### src/rtl/adc_frontend.sv
// ADC acquisition front end: gathers A/B/C/angle into a frame, calibrates
// per-phase offsets over 2^CAL_LOG2 frames, then hands corrected frames to the FOC top.
//
// state | meaning
// CAL   | averaging frames to measure per-phase offsets, no frames issued
// RUN   | offsets valid, corrected frames staged and issued on ready_in
module adc_frontend #(
  parameter int D_WIDTH    = 19,
  parameter int ADC_BITS   = 12,
  parameter int CAL_LOG2   = 4,
  parameter int GAIN_SHIFT = 3
) (
  input  logic               clk,
  input  logic               rstb,
  input  logic               adc_valid,
  input  logic [1:0]         adc_ch,
  input  logic [15:0]        adc_data,
  input  logic               cal_start,
  input  logic               ready_in,
  output logic               valid_out,
  output logic [D_WIDTH-1:0] angle_out,
  output logic [D_WIDTH-1:0] currA_out,
  output logic [D_WIDTH-1:0] currB_out,
  output logic [D_WIDTH-1:0] currC_out,
  output logic               cal_done,
  output logic               overrun
);

  localparam int ACC_W = ADC_BITS + CAL_LOG2;
  localparam int CNT_W = CAL_LOG2 + 1;
  localparam logic [CNT_W-1:0] CNT_LAST = CNT_W'((1 << CAL_LOG2) - 1);

  typedef enum logic {CAL, RUN} state_t;

  state_t              state_q;
  logic [ADC_BITS-1:0] raw_a_q, raw_b_q, raw_c_q;
  logic [15:0]         raw_ang_q;
  logic [3:0]          mask_q;
  logic [ACC_W-1:0]    acc_a_q, acc_b_q, acc_c_q;
  logic [CNT_W-1:0]    cnt_q;
  logic [ADC_BITS-1:0] off_a_q, off_b_q, off_c_q;
  logic [D_WIDTH-1:0]  stg_a_q, stg_b_q, stg_c_q, stg_ang_q;
  logic                pending_q;

  logic [ADC_BITS-1:0] raw_a_d, raw_b_d, raw_c_d;
  logic [15:0]         raw_ang_d;
  logic [3:0]          mask_d;
  logic [ACC_W-1:0]    acc_a_d, acc_b_d, acc_c_d;
  logic                frame_done, issue;

  function automatic logic [D_WIDTH-1:0] correct(input logic [ADC_BITS-1:0] raw,
                                                 input logic [ADC_BITS-1:0] off);
    logic [ADC_BITS:0]  diff;
    logic [D_WIDTH-1:0] ext;
    diff = {1'b0, raw} - {1'b0, off};
    ext  = {{(D_WIDTH-ADC_BITS-1){diff[ADC_BITS]}}, diff};
    return ext << GAIN_SHIFT;
  endfunction

  // Merge the current strobe so a frame can complete on the same edge.
  always_comb begin
    raw_a_d   = raw_a_q;
    raw_b_d   = raw_b_q;
    raw_c_d   = raw_c_q;
    raw_ang_d = raw_ang_q;
    mask_d    = mask_q;
    if (adc_valid) begin
      mask_d = mask_q | (4'b0001 << adc_ch);
      case (adc_ch)
        2'd0:    raw_a_d   = adc_data[ADC_BITS-1:0];
        2'd1:    raw_b_d   = adc_data[ADC_BITS-1:0];
        2'd2:    raw_c_d   = adc_data[ADC_BITS-1:0];
        default: raw_ang_d = adc_data;
      endcase
    end
    frame_done = adc_valid && (mask_d == 4'b1111);
    issue      = pending_q && ready_in;
    acc_a_d    = acc_a_q + ACC_W'(raw_a_d);
    acc_b_d    = acc_b_q + ACC_W'(raw_b_d);
    acc_c_d    = acc_c_q + ACC_W'(raw_c_d);
  end

  always_ff @(posedge clk or negedge rstb) begin
    if (!rstb) begin
      state_q   <= CAL;
      raw_a_q   <= '0; raw_b_q <= '0; raw_c_q <= '0; raw_ang_q <= '0;
      mask_q    <= '0;
      acc_a_q   <= '0; acc_b_q <= '0; acc_c_q <= '0;
      cnt_q     <= '0;
      off_a_q   <= '0; off_b_q <= '0; off_c_q <= '0;
      stg_a_q   <= '0; stg_b_q <= '0; stg_c_q <= '0; stg_ang_q <= '0;
      pending_q <= 1'b0;
      valid_out <= 1'b0;
      angle_out <= '0; currA_out <= '0; currB_out <= '0; currC_out <= '0;
      cal_done  <= 1'b0;
      overrun   <= 1'b0;
    end else if (cal_start) begin
      // Offsets survive a recalibration until the new ones are ready.
      state_q   <= CAL;
      mask_q    <= '0;
      acc_a_q   <= '0; acc_b_q <= '0; acc_c_q <= '0;
      cnt_q     <= '0;
      pending_q <= 1'b0;
      valid_out <= 1'b0;
      cal_done  <= 1'b0;
      overrun   <= 1'b0;
    end else begin
      valid_out <= issue;
      if (issue) begin
        currA_out <= stg_a_q;
        currB_out <= stg_b_q;
        currC_out <= stg_c_q;
        angle_out <= stg_ang_q;
      end
      if (adc_valid) begin
        raw_a_q   <= raw_a_d;
        raw_b_q   <= raw_b_d;
        raw_c_q   <= raw_c_d;
        raw_ang_q <= raw_ang_d;
        mask_q    <= frame_done ? 4'b0000 : mask_d;
      end
      case (state_q)
        CAL: begin
          if (frame_done) begin
            acc_a_q <= acc_a_d;
            acc_b_q <= acc_b_d;
            acc_c_q <= acc_c_d;
            cnt_q   <= cnt_q + 1'b1;
            if (cnt_q == CNT_LAST) begin
              off_a_q  <= acc_a_d[ACC_W-1:CAL_LOG2];
              off_b_q  <= acc_b_d[ACC_W-1:CAL_LOG2];
              off_c_q  <= acc_c_d[ACC_W-1:CAL_LOG2];
              cal_done <= 1'b1;
              state_q  <= RUN;
            end
          end
        end
        default: begin
          if (frame_done) begin
            stg_a_q   <= correct(raw_a_d, off_a_q);
            stg_b_q   <= correct(raw_b_d, off_b_q);
            stg_c_q   <= correct(raw_c_d, off_c_q);
            stg_ang_q <= D_WIDTH'(raw_ang_d);
            pending_q <= 1'b1;
            if (pending_q && !issue) overrun <= 1'b1;
          end else if (issue) begin
            pending_q <= 1'b0;
          end
        end
      endcase
    end
  end

endmodule

### config.mk
export PLATFORM = sky130hd
export DESIGN_NAME = adc_frontend
export DESIGN_NICKNAME = d
export VERILOG_FILES = /design/src/rtl/adc_frontend.sv
export SDC_FILE = /design/constraint.sdc
export NUM_CORES = 1
export LEC_CHECK = 0
export BUFFER_PORTS_ARGS = -buffer_cell sky130_fd_sc_hd__buf_2
export CAP_MARGIN = 25
export CORE_MARGIN = 2
export CORE_UTILIZATION = 61
export DETAILED_ROUTE_END_ITERATION = 10
export MAX_ROUTING_LAYER = met4
export PLACE_DENSITY = 0.81
export SYNTH_ARGS = -nofsm -noshare
export SYNTH_HDL_FRONTEND = slang
export SYNTH_SLANG_ARGS = --single-unit
### constraint.sdc
create_clock -name clk -period 3.49 [get_ports clk]
set_input_delay 0.349 -clock clk [delete_from_list [all_inputs] [get_ports clk]]
set_output_delay 0.349 -clock clk [all_outputs]
set_load 0.03 [all_outputs]
==> metrics.md, run 1 <==
| Metric | Value |
|---|---|
| Status | completed |
| Synthesized cell area | 0.0140 mm^2 |
| RD Place Congestion | 0.947 |
| CTS tree | yes |
| Main synth FF type | dfrtp_1 |
| Number of synthesized flops with an enable pin | 0 |
| Minimum clock period | 3.04 ns |
| Clock Latency Late Sink | 0.53 ns |
| Post-synth cell types | 67 |
| Critical path launch point | adc_ch[0] |
| Global-route wire length before repair | 54.1 mm |
| Placed cells | 1815 |
| Die W | 156 um |
| Cell row count | 55 |
| Synth warn | 0 |
| Critical path class | in2reg |
| Setup slack, reg-to-reg | 0.52 ns |
| Pre-CTS WS | -0.0504 ns |
| Period utilisation layout | 0.871 |
| Final setup vio count | 0 |
| Non-filler cells, final | 1864 |
| Post-synthesis sequential area ratio | 0.464 |
| Vias | 10900 |
| Starting density of the core | 0.621 |
| Largest net degree at the start of global routing | 99 |
| Worst VDD drop | 370 uV |
| Routed Antenna Nets | 0 |
| Final WL | 33.4 mm |
| Ranking of synthesized cells by area | dfrtp_1 (46%), nand2_1 (9.2%), ha_1 (7.1%), mux2_2 (6.3%), o21ai_0 (4.2%) |
| Avg Vias per Cell | 5.85 |
| Critical path peak fanout | 13 |
| DR iter-0 viols | 929 |
| Placed cell area | 0.0148 mm^2 |
| CP endpoint kind | register |
| Longest Clk Path Bufs | 3 |
| Io pins | 102 |
| Clock Pin Slew Worst Setup and Hold Paths | 0.06 ns |
| Final Hold Viols | 0 |
| Max Fclk | 0.329 GHz |
| I/O Buffers | 89 |
| Area Overhead vs Synth | 12.1% |
| Post-Synthesis Cells | 1478 |
| Die Span Y | 156 um |
| Critical hold path startpoint | adc_data[14] |
| Final instance area | 0.0157 mm^2 |
| Fin. max-slew vios | 0 |
| Commonest non-fill, non-tap cell in the layout | nand2_1 |
| Critical R2R Capture | acc_b_q[14] |
| Hpwl dp | 22.9 mm |
| Critical Path RT | 3.86 ns |
| GRT overflow | 0 |
| Worst Skew | 0.0145 ns |
| LEAKAGE | 7.79 nW |
| Most frequent cells in the layout | nand2_1 (343), dfrtp_1 (260), o21ai_0 (117) |
| Fin util | 0.696 |
| Post-CTS sizing | 0 |
| Root buffer cell | clkbuf_16 |
| Initial antenna violation count | 2 |
| Startpoint Class | primary input |
| Final net count | 1669 |
| Worst r2r path cells | 12 |
| Fillers | 1651 |
| H-Tree Depth | 1 |
| R2r startpoint | raw_b_q[0] |
| Seq cells post-synth | 260 |
| Post-DR wirelength/cell | 17.9 um |
| Max Cap Violations | 0 |
| Critical Path End | acc_a_q[15] |
| Final WS setup | 0.451 ns |
| Relative slew slack | 0.440 |
| TritonRoute pass-1 iters | 5 |
| Avg Cell Area, Syn | 9.48 um^2 |
| Vias in the first global route | 10600 |
| Yosys top cell area share | 0.464 |
| Drt drc | 0 |
| Largest area contributor in the netlist | dfrtp_1 |
| Hold crit path type | in2reg |
| CTS buffer count | 27 |
| RSZ-0062 raised after global routing | false |
| Pwr dens | 584 mW/mm^2 |
| Share of cells above drive strength 1 | 0.163 |
| CP arrival | 3.41 ns |
| # clock sinks | 260 |
| Worst slew pin tran | 0.838 ns |
| DIE AREA | 0.0242 mm^2 |
| Asr flop ratio synth | 1.00 |
| Core Area | 0.0226 mm^2 |
| Tot GR Track Use | 0.287 |
## per-stage QoR
| stage | total power [mW] | TNS (ns) | hold slack [ns] |
|---|---|---|---|
| 2_1_floorplan | 5.45 | 0 | 0.0534 |
| 3_3_place_gp | 6.06 | 0 | 0.446 |
| 3_5_place_dp | 6.15 | -0.181 | 0.447 |
| 4_1_cts | 9.14 | 0 | 0.0614 |
| 5_1_grt | 9.60 | 0 | 0.0701 |
| 6_report | 9.17 | 0 | 0.0660 |
## where the power goes
group          leakage [nW]  total, mW  switching (mW)  internal [mW]
clock network         0.442       2.97            1.16           1.82
registers              3.49       3.37           0.118           3.25
logic                  3.86       2.83            1.60           1.23
## flip-flops by register name, indices dropped and copies added, names as in the netlist, 16 cells and up
signal     count
acc_b_q       16
raw_ang_q     16
angle_out     16
acc_a_q       16
stg_ang_q     16
acc_c_q       16
## logic make-up after synthesis
group / count (synthesis) / share of synthesized area
DFF: 260 / 0.464
AOI/OAI and AO/OA: 302 / 0.130
muxes: 101 / 0.0792
other: 1 / 0.000268
adders and majority gates: 86 / 0.0800
and+or+nand+nor: 508 / 0.154
xor gates and xnor gates: 71 / 0.0444
buffers and inverters: 149 / 0.0474
## synth_stat cells (11+ instances only)
library cell and n:
nand3_1 19, xnor2_1 35, clkbuf_1 37, mux2i_1 22
nor2b_1 13, nor2_1 58, o21ai_0 117, buf_4 21
nand2b_1 12, and3_1 11, nor3_1 14, inv_1 64
buf_2 15, o31ai_1 16, nand2_1 343, ha_1 80
xor2_1 36, a21oi_1 77, mux2_2 79, a21o_1 17
o21a_1 13, a211oi_1 12, dfrtp_1 260
## worst min path at each step
stage                     to  slack, ns  depth (start not counted)
5_1_grt        raw_ang_q[13]       0.07                          2
4_1_cts        raw_ang_q[14]       0.06                          2
3_5_place_dp   currC_out[11]       0.45                          1
3_3_place_gp    currC_out[7]       0.45                          1
2_1_floorplan     acc_a_q[0]       0.05                          0
6_report       raw_ang_q[14]       0.07                          2
## area by class of cell
cell class | count | area [um^2] | area share
Inverter | 65 | 244 | 0.0155
Antenna cell | 2 | 5.00 | 0.000319
Clock buffer | 40 | 774 | 0.0493
Multi-Input combinational cell | 1080 | 6910 | 0.440
Tap cell | 285 | 357 | 0.0227
Timing Repair Buffer | 126 | 786 | 0.0500
Sequential cell | 260 | 6510 | 0.414
Clock inverter | 6 | 130 | 0.00828
## worst max-delay path, cell delays in order
cell,delay [ns]
buf_2,0.15
nor3_2,0.26
buf_12,0.19
mux2_2,0.35
ha_1,0.29
a2111oi_1,0.54
inv_1,0.11
o31ai_1,0.44
o21ai_1,0.18
a21oi_2,0.30
or4_1,0.16
a21oi_1,0.06
## metal layers
| layer | share of wire | track usage | vias to the layer above |
|---|---|---|---|
| met4 | 0.025 | 0.0834 | 0 |
| met2 | 0.45 | 0.442 | 373 |
| met1 | 0.45 | 0.393 | 5307 |
| met5 | 0 | - | - |
| met3 | 0.075 | 0.0500 | 64 |
| li1 | - | - | 5166 |
## repair_timing
item                                   in CTS  in global routing
setup buffers                               0                  0
endpoints found under the hold margin      93                  0
hold buffers                                1                  0
(Power assumes the default switching activity.)
==> run 2, diff against run 1 <==
CELL_PAD_IN_SITES_DETAIL_PLACEMENT = 0   (was unset)
CELL_PAD_IN_SITES_GLOBAL_PLACEMENT = 2   (was unset)
CORE_UTILIZATION = 39   (was 61)
PLACE_DENSITY = unset   (was 0.81)
PLACE_DENSITY_LB_ADDON = 0.1   (was unset)
==> run 2 against run 1 <==
  * Core utilization fell by 24 points
  * Largest cell class unchanged
  * Flip-flop and latch count unchanged
  * Combinational power increased by 2%
  * Total power rose by 3.7%
  * Setup slack worse by 0.012 ns
  * First-iteration DRC count shrank 41%
  * Critical endpoint is now acc_b_q[14]
  * Cell count rose by 10%
  * Critical path type is now reg2reg
==> metrics.md, run 2 (synthesis gave the netlist of run 1 again) <==
| Metric | Value |
|---|---|
| Hpwl dp | 26.1 mm (+14%) |
| Die W | 194 um (+24%) |
| Die Span Y | 194 um (+24%) |
| Worst VDD drop | 411 uV (+11%) |
| CP max-delay cell | or4_1 |
| Cell row count | 69 (+25%) |
| CP peak stage delay | 0.53 ns (about the same) |
| GR peak layer | met1 |
| Worst Skew | 0.0100 ns (-0.00447 ns) |
| Tot GR Track Use | 0.208 (-0.0789) |
| Period utilisation layout | 0.874 (+0.00338) |
| Fin. max-slew vios | 0 (unchanged) |
| Max Fclk | 0.328 GHz (-0.39%) |
| Starting density of the core | 0.395 (-0.226) |
| Status | completed |
| Largest net degree at the start of global routing | 92 (-7.1%) |
| Core Area | 0.0355 mm^2 (+57%) |
| H-Tree Depth | 1 (unchanged) |
| Final WL | 37.0 mm (+11%) |
| Post-DR wirelength/cell | 18.0 um (+0.32%) |
| RSZ-0062 raised after global routing | false |
| Area Overhead vs Synth | 15.1% |
| Cell Chain, Critical Path | mux2i_1 > inv_1 > ha_1 > inv_1 > fa_1 > nand2b_1 > a21oi_1 > o21ai_0 > a21oi_1 > a311oi_1 > or4_1 > a21oi_1 |
| GR Util met2 | 0.294 (-0.148) |
| Minimum clock period | 3.05 ns (+0.0118 ns) |
| Top cell by count, worst path | a21oi_1 |
| DR iter-0 viols | 547 (-41%) |
| Initial antenna violation count | 3 (+1) |
| RD Place Congestion | 0.844 (-11%) |
| Placed cells | 2001 (+10%) |
| Critical Path RT | 3.96 ns (+0.10 ns) |
| Pwr dens | 589 mW/mm^2 (+0.97%) |
| Worst slew pin tran | 0.820 ns (-0.0178 ns) |
| GRT overflow | 0 (unchanged) |
| Setup TNS | 0 ns (unchanged) |
| Vias | 10400 (-4.4%) |
| Clock Latency Late Sink | 0.56 ns (+0.03 ns) |
| # clock sinks | 260 (unchanged) |
| Vias in the first global route | 10400 (-2.4%) |
| Longest Clk Path Bufs | 3 (unchanged) |
| CP arrival | 3.52 ns (+0.11 ns) |
| Final Hold Viols | 0 (unchanged) |
| Startpoint Class | register |
| Global-route wire length before repair | 60.2 mm (+11%) |
| Avg Vias per Cell | 5.07 (-13%) |
| I/O Buffers | 89 (unchanged) |
| Root buffer cell | clkbuf_16 |
| Most frequent cells in the layout | nand2_1 (343), dfrtp_1 (260), o21ai_0 (117) |
| Fillers | 3518 (+110%) |
| Final setup vio count | 0 (unchanged) |
| CP endpoint kind | register |
| Share of cells above drive strength 1 | 0.173 (+0.0101) |
| Max Cap Violations | 0 (unchanged) |
| Critical path class | reg2reg |
| Relative slew slack | 0.452 (+0.0119) |
| Non-filler cells, final | 2058 (+10%) |
| TritonRoute pass-1 iters | 5 (unchanged) |
| Routed Antenna Nets | 0 (unchanged) |
| Final net count | 1682 (+0.78%) |
| CTS tree | yes |
| Commonest non-fill, non-tap cell in the layout | nand2_1 |
| Io pins | 102 (unchanged) |
| Drt drc | 0 (unchanged) |
| Hold crit path type | in2reg |
| Clock Pin Slew Worst Setup and Hold Paths | 0.06 ns (about the same) |
| Critical path peak fanout | 7 (-6) |
| CTS buffer count | 30 (+11%) |
| GRT met3 Usage | 0.0268 (-0.0232) |
| Global-route met1 utilization | 0.318 (-0.0754) |
| LEAKAGE | 7.90 nW (+1.4%) |
| DIE AREA | 0.0375 mm^2 (+55%) |
==> run 2: stage by stage <==
stage / utilization / area [um^2] / hold WS [ns] / setup WS [ns] / power [mW]
after floorplan: - / 14100 / 0.0534 / 0.0936 / 5.45
after global placement: 0.426 / 15100 / 0.433 / 0.0712 / 6.28
after detailed placement: 0.426 / 15100 / 0.447 / 0.00925 / 6.30
after CTS: 0.454 / 16100 / 0.0138 / 0.442 / 9.61
after global routing: 0.455 / 16100 / 0.0188 / 0.0674 / 10.1
final: 0.455 / 16100 / 0.0419 / 0.439 / 9.50
==> run 2: critical path, delay by kind of cell (launching register included) <==
family / cells / cell delay, ns
compound gates: 5 / 1.07
simple gates: 2 / 0.71
flops: 1 / 0.35
buf+inv: 2 / 0.14
fa+ha+maj: 2 / 0.57
mux: 1 / 0.11
==> run 2: final cells by class <==
class | count | area, um^2 | share of cell area
multi-input combinational | 1080 | 6910 | 0.428
clock buffer | 45 | 898 | 0.0557
tap | 461 | 577 | 0.0358
inverter | 65 | 244 | 0.0151
timing repair buffer | 136 | 873 | 0.0541
sequential | 260 | 6510 | 0.403
clock inverter | 9 | 120 | 0.00745
antenna | 2 | 5.00 | 0.000310
==> run 2: where the power goes <==
part / leakage (nW) / internal [mW] / switching, mW / total, mW
registers: 3.49 / 3.25 / 0.108 / 3.36
logic: 3.90 / 1.25 / 1.65 / 2.90
clock network: 0.506 / 1.98 / 1.26 / 3.24
==> run 2: worst paths after layout <==
path,startpoint,end,slack [ns],cells past startpoint
setup / recovery,raw_b_q[0],acc_b_q[14],0.44,12
hold / removal,adc_data[12],raw_ang_q[12],0.04,2
setup reg to reg,raw_b_q[0],acc_b_q[14],0.44,12
hold reg to reg,stg_b_q[14],currB_out[14],0.46,2
max in group asynchronous,rstb,off_c_q[5],2.23,3
min in group asynchronous,rstb,currC_out[10],0.43,2
==> run 2: layer usage <==
metal	up-vias	routed length, um
met5	-	0
met4	0	474
met3	35	1410
met2	179	15100
met1	5014	20100
li1	5198	-
==> run 2: repair_timing <==
item,4_1_cts,5_1_grt
setup buffers,0,0
gates resized for setup,0,0
setup endpoints to repair,0,0
endpoints found under the hold margin,86,0
hold buffers,1,0
==> run 3, diff against run 2 <==
clock period = 3.01 ns   (was 3.49 ns; I/O delays follow)
==> run 3 against run 2 <==
  * Flip-flop and latch count did not move
  * Highest routed layer unchanged
  * Largest cell class unchanged
  * Cell count up 4.9%
  * Die area is the same
  * Critical endpoint is now stg_c_q[15]
  * Register-to-register slack got worse by 0.22 ns
  * Setup slack got worse by 0.22 ns
  * Global-route usage about the same
  * Largest power group is now combinational logic
==> metrics.md, run 3 (synthesis gave the netlist of run 1 again) <==
| Metric | Value |
|---|---|
| Status | completed |
| Worst slew pin tran | 0.902 ns (+0.0824 ns) |
| Share of cells above drive strength 1 | 0.227 (+0.0538) |
| Vias | 10700 (+2.7%) |
| Avg Vias per Cell | 4.96 (-2.1%) |
| Relative slew slack | 0.397 (-0.0551) |
| Startpoint Class | register |
| Area Overhead vs Synth | 20.4% |
| Largest net degree at the start of global routing | 73 (-21%) |
| Seq. cell area | 0.00651 mm^2 (unchanged) |
| Cell row count | 69 (unchanged) |
| Vias in the first global route | 10600 (+2.2%) |
| Global-route met1 utilization | 0.320 (+0.00254) |
| GR Util met2 | 0.293 (-0.00159) |
| Final net count | 1790 (+6.4%) |
| GRT overflow | 0 (unchanged) |
| Area of the multi-input gates | 0.00696 mm^2 (+0.71%) |
| Critical path peak fanout | 3 (-4) |
| Core Area | 0.0355 mm^2 (unchanged) |
| # clock sinks | 260 (unchanged) |
| CP arrival | 3.26 ns (-0.26 ns) |
| Final instance area | 0.0169 mm^2 (+4.5%) |
| Most frequent cells in the layout | nand2_1 (343), dfrtp_1 (260), buf_4 (147) |
| Worst VDD drop | 341 uV (-17%) |
| DR iter-0 viols | 509 (-6.9%) |
| Final setup vio count | 0 (unchanged) |
| Hold crit path type | in2reg |
| RD Place Congestion | 0.843 (about the same) |
| Final WL | 37.4 mm (+1.1%) |
| H-Tree Depth | 1 (unchanged) |
| Placed cells | 2105 (+5.2%) |
| Die W | 194 um (unchanged) |
| Fillers | 3419 (-2.8%) |
| Initial antenna violation count | 1 (-2) |
| GRT met3 Usage | 0.0220 (-0.00488) |
| Fin. max-slew vios | 0 (unchanged) |
| CTS tree | yes |
| Clock Latency Late Sink | 0.56 ns (about the same) |
| TritonRoute pass-1 iters | 5 (unchanged) |
| DIE AREA | 0.0375 mm^2 (unchanged) |
| Tot GR Track Use | 0.208 (+0.000312) |
| Longest Clk Path Bufs | 3 (unchanged) |
| Total power | 11.2 mW (+18%) |
| Setup TNS | 0 ns (unchanged) |
| Critical Path RT | 3.48 ns (-0.48 ns) |
| RSZ-0062 raised after global routing | false |
| CP endpoint kind | register |
| Clock Pin Slew Worst Setup and Hold Paths | 0.06 ns (about the same) |
| CTS buffer count | 30 (unchanged) |
| Die Span Y | 194 um (unchanged) |
| Starting density of the core | 0.395 (unchanged) |
| Worst Skew | 0.00986 ns (-0.000148 ns) |
| Max Cap Violations | 0 (unchanged) |
| Non-filler cells, final | 2159 (+4.9%) |
| Global-route wire length before repair | 60.7 mm (+0.80%) |
| Period utilisation layout | 0.927 (+0.0528) |
| Drt drc | 0 (unchanged) |
| Pwr dens | 666 mW/mm^2 (+13%) |
| Max Fclk | 0.358 GHz (+9.3%) |
| Placed cell area | 0.0159 mm^2 (+5.3%) |
| Hpwl dp | 26.8 mm (+2.9%) |
| Minimum clock period | 2.79 ns (-0.261 ns) |
| Fin util | 0.475 (+0.0207) |
| LEAKAGE | 8.40 nW (+6.3%) |
| Final Hold Viols | 0 (unchanged) |
| Io pins | 102 (unchanged) |
| Post-DR wirelength/cell | 17.3 um (-3.7%) |
| Root buffer cell | clkbuf_16 |
| Routed Antenna Nets | 0 (unchanged) |
| Commonest non-fill, non-tap cell in the layout | nand2_1 |
| GR peak layer | met1 |
| Critical path class | reg2reg |
| I/O Buffers | 89 (unchanged) |
## run 3: final cells by class
class,instances,area share
Antenna cell,1,0.000148
Clock buffer,42,0.0520
Clock inverter,6,0.00193
Inverter,65,0.0145
Multi-Input combinational cell,1080,0.412
Sequential cell,260,0.386
Tap cell,461,0.0342
Timing Repair Buffer,244,0.0990
## run 3: critical path, cell delays in order, from the launching register on
cell	delay [ns]
dfrtp_1	0.38
mux2i_2	0.32
ha_1	0.24
inv_1	0.05
fa_1	0.38
a21o_1	0.18
nand2_1	0.06
a21oi_1	0.08
o41a_1	0.37
a41o_1	0.28
o21a_1	0.18
o31ai_1	0.18
## run 3: per-stage QoR
stage               hold WS, ns  setup WS (ns)
detailed placement        0.329         -0.299
global route             0.0659        0.00201
finish                   0.0751          0.220
CTS                      0.0374          0.220
floorplan               0.00541        0.00300
global placement          0.327         -0.290
## run 3: path summary, 6_finish.rpt
check                                start  slack, ns  cells past startpoint             to
min in group asynchronous             rstb       0.32                      2  currC_out[11]
worst max-delay path            raw_c_q[0]       0.22                     11    stg_c_q[15]
worst min register to register  stg_a_q[9]       0.46                      2   currA_out[9]
max in group asynchronous             rstb       1.89                      3     acc_a_q[5]
worst max register to register  raw_c_q[0]       0.22                     11    stg_c_q[15]
worst min-delay path              ready_in       0.08                      4      pending_q
## run 3: timing repair
item / CTS / global route
hold endpoints to repair: 73 / 0
gates resized for setup: 0 / 0
hold buffers: 5 / 0
buffers inserted: 0 / 0
## run 3: routing by layer
metal / wire [um] / share of wire / vias up
met2: 15400 / 0.41 / 173
met5: 0 / 0 / -
met3: 1260 / 0.034 / 44
met4: 612 / 0.016 / 0
li1: - / - / 5414
met1: 20200 / 0.54 / 5081
## run 3: report_power, final
part / leakage (nW) / internal (mW) / switching [mW] / total [mW]
registers: 3.49 / 3.77 / 0.133 / 3.90
logic: 4.46 / 1.91 / 2.00 / 3.91
clock network: 0.451 / 1.99 / 1.43 / 3.42
